## src/rtl/lock_level_driver.sv

```systemverilog
// lock_level_driver: ramps the canal lock chamber level toward a commanded
// target at one unit every STEP_CYCLES clocks, then pulses done on arrival.
module lock_level_driver #(
    parameter int MAX_LEVEL   = 50,
    parameter int STEP_CYCLES = 4,
    parameter int RESET_LEVEL = 0
) (
    input  logic       clk,
    input  logic       reset,
    input  logic       cmd_valid,
    output logic       cmd_ready,
    input  logic [5:0] cmd_target,
    input  logic       halt,
    output logic [5:0] water_level,
    output logic       moving,
    output logic       done
);

    typedef enum logic [1:0] {
        IDLE  = 2'd0,
        FILL  = 2'd1,
        DRAIN = 2'd2
    } state_t;

    // Counter is at least one bit wide so STEP_CYCLES == 1 still elaborates.
    localparam int              CNT_W     = (STEP_CYCLES > 1) ? $clog2(STEP_CYCLES) : 1;
    localparam logic [CNT_W-1:0] CNT_LAST = CNT_W'(STEP_CYCLES - 1);
    localparam logic [5:0]      MAX_L     = 6'(MAX_LEVEL);
    localparam logic [5:0]      RESET_L   = 6'(RESET_LEVEL);

    state_t           state, state_d;
    logic [5:0]       level, level_d;
    logic [5:0]       tgt, tgt_d;
    logic [CNT_W-1:0] cnt, cnt_d;
    logic             done_q, done_d;
    logic             accept;
    logic [5:0]       clamped_target;

    assign cmd_ready      = (state == IDLE) && !halt;
    assign accept         = cmd_valid && cmd_ready;
    assign clamped_target = (cmd_target > MAX_L) ? MAX_L : cmd_target;
    assign moving         = (state != IDLE);
    assign water_level    = level;
    assign done           = done_q;

    // State register: async reset aborts any move and suppresses done.
    // NOTE: sequential state uses non-blocking (<=) so every register samples
    // pre-edge values; blocking here would create order-dependent races.
    always_ff @(posedge clk or posedge reset) begin
        if (reset) begin
            state  <= IDLE;
            level  <= RESET_L;
            tgt    <= RESET_L;
            cnt    <= '0;
            done_q <= 1'b0;
        end else begin
            state  <= state_d;
            level  <= level_d;
            tgt    <= tgt_d;
            cnt    <= cnt_d;
            done_q <= done_d;
        end
    end

    // Next-state logic: accept commands, pace steps, detect arrival or halt.
    // NOTE: every signal gets a default first so no path leaves it unassigned,
    // which would otherwise infer a latch.
    always_comb begin
        state_d = state;
        level_d = level;
        tgt_d   = tgt;
        cnt_d   = cnt;
        done_d  = 1'b0;

        case (state)
            IDLE: begin
                if (accept) begin
                    tgt_d = clamped_target;
                    cnt_d = '0;
                    if (clamped_target > level) begin
                        state_d = FILL;
                    end else if (clamped_target < level) begin
                        state_d = DRAIN;
                    end else begin
                        done_d = 1'b1;
                    end
                end
            end

            FILL, DRAIN: begin
                if (halt) begin
                    state_d = IDLE;
                    cnt_d   = '0;
                end else if (cnt == CNT_LAST) begin
                    cnt_d = '0;
                    // Saturating guards keep the level inside 0..MAX_LEVEL
                    // even if the target register were somehow out of range.
                    if (state == FILL) begin
                        if (level < MAX_L) begin
                            level_d = level + 6'd1;
                        end
                    end else begin
                        if (level != 6'd0) begin
                            level_d = level - 6'd1;
                        end
                    end
                    if (level_d == tgt) begin
                        state_d = IDLE;
                        done_d  = 1'b1;
                    end
                end else begin
                    cnt_d = cnt + CNT_W'(1);
                end
            end

            default: begin
                state_d = IDLE;
                cnt_d   = '0;
            end
        endcase
    end

endmodule

```

## config.mk

```make
export PLATFORM = sky130hd
export DESIGN_NAME = lock_level_driver
export DESIGN_NICKNAME = d
export VERILOG_FILES = /design/src/rtl/lock_level_driver.sv
export SDC_FILE = /design/constraint.sdc
export NUM_CORES = 1
export LEC_CHECK = 0
export BUFFER_PORTS_ARGS = -buffer_cell sky130_fd_sc_hd__clkbuf_2
export CAP_MARGIN = 40
export CORE_ASPECT_RATIO = 1.2
export CORE_MARGIN = 1
export CORE_UTILIZATION = 35
export CTS_CLUSTER_SIZE = 25
export DETAILED_ROUTE_END_ITERATION = 16
export HOLD_SLACK_MARGIN = 0.12
export SETUP_SLACK_MARGIN = 0.15
export SLEW_MARGIN = 10
export SYNTH_ARGS = -nofsm -noshare
export SYNTH_HDL_FRONTEND = slang
export SYNTH_SLANG_ARGS = --single-unit
```

## constraint.sdc

```tcl
create_clock -name clk -period 3.9 [get_ports clk]
set_input_delay 0 -clock clk [delete_from_list [all_inputs] [get_ports clk]]
set_output_delay 0 -clock clk [all_outputs]
set_load 0.02 [all_outputs]
```

==> flow_summary.json <==
{
  "status": "finished clean",
  "max_frequency_mhz": 317,
  "setup_viol": 0,
  "worst_slew_margin_rel_pct": 46.2,
  "ys_ff_latch": 17,
  "timing.critical_path.required_ns": 4.05,
  "yosys.area_share.adder_pct": 10.0,
  "placedCellCount": 252,
  "cts_max_level": 1,
  "finalPower_w": 0.00129,
  "synth-xor-area-share_pct": 4.32,
  "syn-num-nets": 212,
  "holdCritPathClass": "in2reg",
  "dr_total_vias": 1437,
  "timing.critical_path.cells": "inv_1 -> ha_1 -> a21boi_0 -> a221oi_1 -> a211oi_1 -> o22ai_1 -> nor4_2 -> o21ai_2 -> mux2_4",
  "drtAntennaViolNets": 0,
  "floorplan.die_area_sq_mm": 0.00491,
  "syn-cell-area_sq_mm": 0.00162,
  "global_route_wire_length_before_repair_microns": 6640,
  "rsz0062_at_grt": "false",
  "via_count_of_the_first_global_routing_pass": 1368,
  "viasPerCell": 5.51,
  "cp_data_arrival_time_ns": 3.30,
  "worst_path_largest_cell_delay_ns": 0.68,
  "num-nets-final": 229,
  "synth_top_flop_cell": "sky130_fd_sc_hd__dfrtp_1",
  "power.density_mw_per_mm2": 708,
  "pin_count": 19,
  "slew_violations": 0,
  "timing.reg2reg.worst_path_depth": 9,
  "number_of_cts_inserted_buffers": 3,
  "grt_util_all_layers_pct": 17.3,
  "post_dp_cell_area_sq_mm": 0.00173,
  "timing.setup.tns_ns": 0,
  "synth.yosys.seq_area_share_pct": 26.2,
  "dpl_worst_slack_ns": 0.848,
  "final.setup.worst_slack_ns": 0.748,
  "synthSimpleGateAreaFrac_pct": 22.1,
  "worst_r2r_endpoint": "state[1]",
  "cts.clk_slew.worst_paths_ns": 0.07,
  "synthMuxAreaShare_pct": 5.01,
  "power.static_leakage_nw": 0.806,
  "grt_start_max_net_pins": 25,
  "synthTopCellsByArea": "sky130_fd_sc_hd__dfrtp_1 (26%), sky130_fd_sc_hd__ha_1 (10%), sky130_fd_sc_hd__a21oi_1 (3.7%), sky130_fd_sc_hd__mux2_2 (3.5%), sky130_fd_sc_hd__inv_1 (3.2%)",
  "synth.lib_cells_used.distinct": 57,
  "post-synth-top-area-fraction_pct": 26.2,
  "globalRouteOverflowTotal": 0,
  "cap_viol_max_count": 0,
  "timing.critical_path.max_delay_family": "compound AO/OA/AOI/OAI gates",
  "slowest_stage": "sky130_fd_sc_hd__ha_1",
  "drt_first_iter_violations": 79,
  "number_of_sinks_on_the_clock_net": 17,
  "synth_top_area_cell": "sky130_fd_sc_hd__dfrtp_1",
  "hold-path-endpoint": "tgt[3]",
  "criticalPathCategory": "reg2reg",
  "drive_gt1_share_pct": 18.5,
  "yosys_warnings": 0,
  "critPathLaunchType": "register",
  "clk_path_buf_depth": 2,
  "initial_utilization_pct": 37.2,
  "worstHoldPathCells": 3,
  "grt_antenna_before_repair": 0,
  "period_needed_ns": 3.15,
  "worstPathBufferInverterCount": 1,
  "synth_enable_flop_cells": 0,
  "cts_post_setup_buffers_inserted": 0,
  "drc_errors": 0,
  "timing.final.hold_violations": 0,
  "synth_area_per_cell_sq_um": 8.59,
  "wirelength_microns": 3790,
  "num_rows": 26,
  "worst_skew_pair.late_latency_ns": 0.26,
  "final_instance_count_without_filler_cells": 261,
  "globalplace.congestion": 0.857,
  "areaGrowthSynthToFinish_pct": 12.5,
  "place.detailed.hpwl_microns": 2800,
  "critical_path.endpoint_type": "register",
  "hold_path.startpoint": "cmd_target[3]",
  "synth_top_family_by_area": "compound AO/OA/AOI/OAI gates",
  "cts_root_buf": "sky130_fd_sc_hd__clkbuf_8",
  "drt-wirelength-per-cell_microns": 14.5,
  "num_antenna_cells": 0,
  "drt_first_pass_iters": 4,
  "tritoncts": "done",
  "chipWidth_microns": 64.2,
  "timing.rr.start": "state[1]",
  "layout_worst_path_cycle_share_pct": 80.8,
  "port_buffer_cells": 18,
  "timing_worst_slew_pin_value_ns": 0.807,
  "die_h_microns": 76.6,
  "asyncSetResetFlopFracSynth_pct": 100,
  "ir_drop_worst_vdd_uv": 301,
  "worst-r2r-setup-slack_ns": 0.75,
  "synthCells": 189,
  "final.setup_skew_ns": 0.000985,
  "layout.cell_area.non_filler_sq_mm": 0.00183,
  "worstPathMaxFanout": 24,
  "coreArea_sq_mm": 0.00436,
  "synth_compound_area_share_pct": 25.4
}
[cells in the mapped netlist, types with 3 or more instances]
cell                        n
sky130_fd_sc_hd__buf_2      4
sky130_fd_sc_hd__a211oi_1   5
sky130_fd_sc_hd__nand2_1   12
sky130_fd_sc_hd__nand3_1    7
sky130_fd_sc_hd__nand2b_1   3
sky130_fd_sc_hd__a21oi_1   12
sky130_fd_sc_hd__xor2_1     3
sky130_fd_sc_hd__inv_1     14
sky130_fd_sc_hd__o21ai_0    7
sky130_fd_sc_hd__clkbuf_1   6
sky130_fd_sc_hd__and2_1     5
sky130_fd_sc_hd__a31oi_1    3
sky130_fd_sc_hd__o21a_1     3
sky130_fd_sc_hd__xnor2_1    5
sky130_fd_sc_hd__dfrtp_1   17
sky130_fd_sc_hd__mux2_2     5
sky130_fd_sc_hd__nor3_1     5
sky130_fd_sc_hd__ha_1      13
sky130_fd_sc_hd__nor2_1    10
[metal layers]
metal	vias to the layer above	global-route usage (%)	wire (microns)
li1	734	-	-
met2	44	24.6	1680
met5	-	0	0
met3	7	2.40	168
met4	0	8.22	79
met1	652	25.3	1860
[cells in the final DEF, fill, tap and decap left out, types with 2 or more instances in the layout]
cell                            Yosys  routed
sky130_fd_sc_hd__a211oi_1           5       5
sky130_fd_sc_hd__a21o_1             2       2
sky130_fd_sc_hd__a21oi_1           12      12
sky130_fd_sc_hd__a221oi_1           2       2
sky130_fd_sc_hd__a22oi_1            2       2
sky130_fd_sc_hd__a31oi_1            3       3
sky130_fd_sc_hd__and2_1             5       5
sky130_fd_sc_hd__and3_1             2       2
sky130_fd_sc_hd__and4_1             2       2
sky130_fd_sc_hd__clkbuf_2           0      18
sky130_fd_sc_hd__clkbuf_8           0       3
sky130_fd_sc_hd__dfrtp_1           17      17
sky130_fd_sc_hd__dlygate4sd3_1      0       5
sky130_fd_sc_hd__ha_1              13      13
sky130_fd_sc_hd__inv_1             14      14
sky130_fd_sc_hd__mux2_2             5       5
sky130_fd_sc_hd__nand2_1           12      12
sky130_fd_sc_hd__nand2b_1           3       3
sky130_fd_sc_hd__nand3_1            7       7
sky130_fd_sc_hd__nand4_1            2       2
sky130_fd_sc_hd__nor2_1            10      10
sky130_fd_sc_hd__nor2b_1            2       2
sky130_fd_sc_hd__nor3_1             5       5
sky130_fd_sc_hd__nor4_1             2       2
sky130_fd_sc_hd__nor4_2             2       2
sky130_fd_sc_hd__o211ai_1           2       2
sky130_fd_sc_hd__o21a_1             3       3
sky130_fd_sc_hd__o21ai_0            7       7
sky130_fd_sc_hd__o22ai_1            2       2
sky130_fd_sc_hd__or2_2              2       2
sky130_fd_sc_hd__xnor2_1            5       5
sky130_fd_sc_hd__xor2_1             3       3
[metrics by stage]
step | util (%) | hold WS (ns)
final | 41.9 | 0.135
after global routing | 41.9 | 0.159
after CTS | 41.9 | 0.129
after detailed placement | 39.7 | 0.125
after global placement | 39.7 | 0.129
after floorplan | - | -0.0739
[cell families after synthesis]
family,Yosys count
buffers and inverters,26
adder cells (fa/ha/maj),13
multiplexers,7
AO/OA/AOI/OAI,55
XOR/XNOR,8
flip-flops,17
AND/OR/NAND/NOR,63
[power by group]
part	switching, W	internal (W)
sequential	0.000121	0.000242
clock	0.0000698	0.0000713
combinational	0.000434	0.000354
[state kept, by name (all words and copies together), names as in the netlist]
signal and flops:
state 2, water_level 6, done 1, tgt 6, cnt 2
[area by class of cell]
cell class,count,area (sq um)
fill,457,2530
multi-input combinational,146,1080
sequential,17,425
timing repair buffer,24,148
tap,56,70.1
inverter,14,52.6
clock buffer,3,41.3
clock inverter,1,5.00
[tightest hold or removal path, delay by kind of cell]
family | cells | cell delay [ns]
AND/OR/NAND/NOR | 1 | 0.14
multiplexers | 1 | 0.14
buffers and inverters | 1 | 0.08
[what timing repair did]
action | in CTS | in global routing
hold buffers | 5 | 0
resized for setup | 0 | 0
endpoints found under the hold margin | 22 | 0
[worst max path at each step]
stage | end | cells after the start | slack [ns] | start
after floorplan | state[1] | 10 | 1.05 | water_level[0]
after global placement | state[1] | 9 | 0.90 | water_level[1]
after detailed placement | state[1] | 9 | 0.85 | state[1]
after CTS | state[1] | 9 | 0.80 | state[1]
after global routing | state[1] | 9 | 0.55 | state[1]
final | state[1] | 9 | 0.75 | state[1]
(Power assumes the default switching activity.)
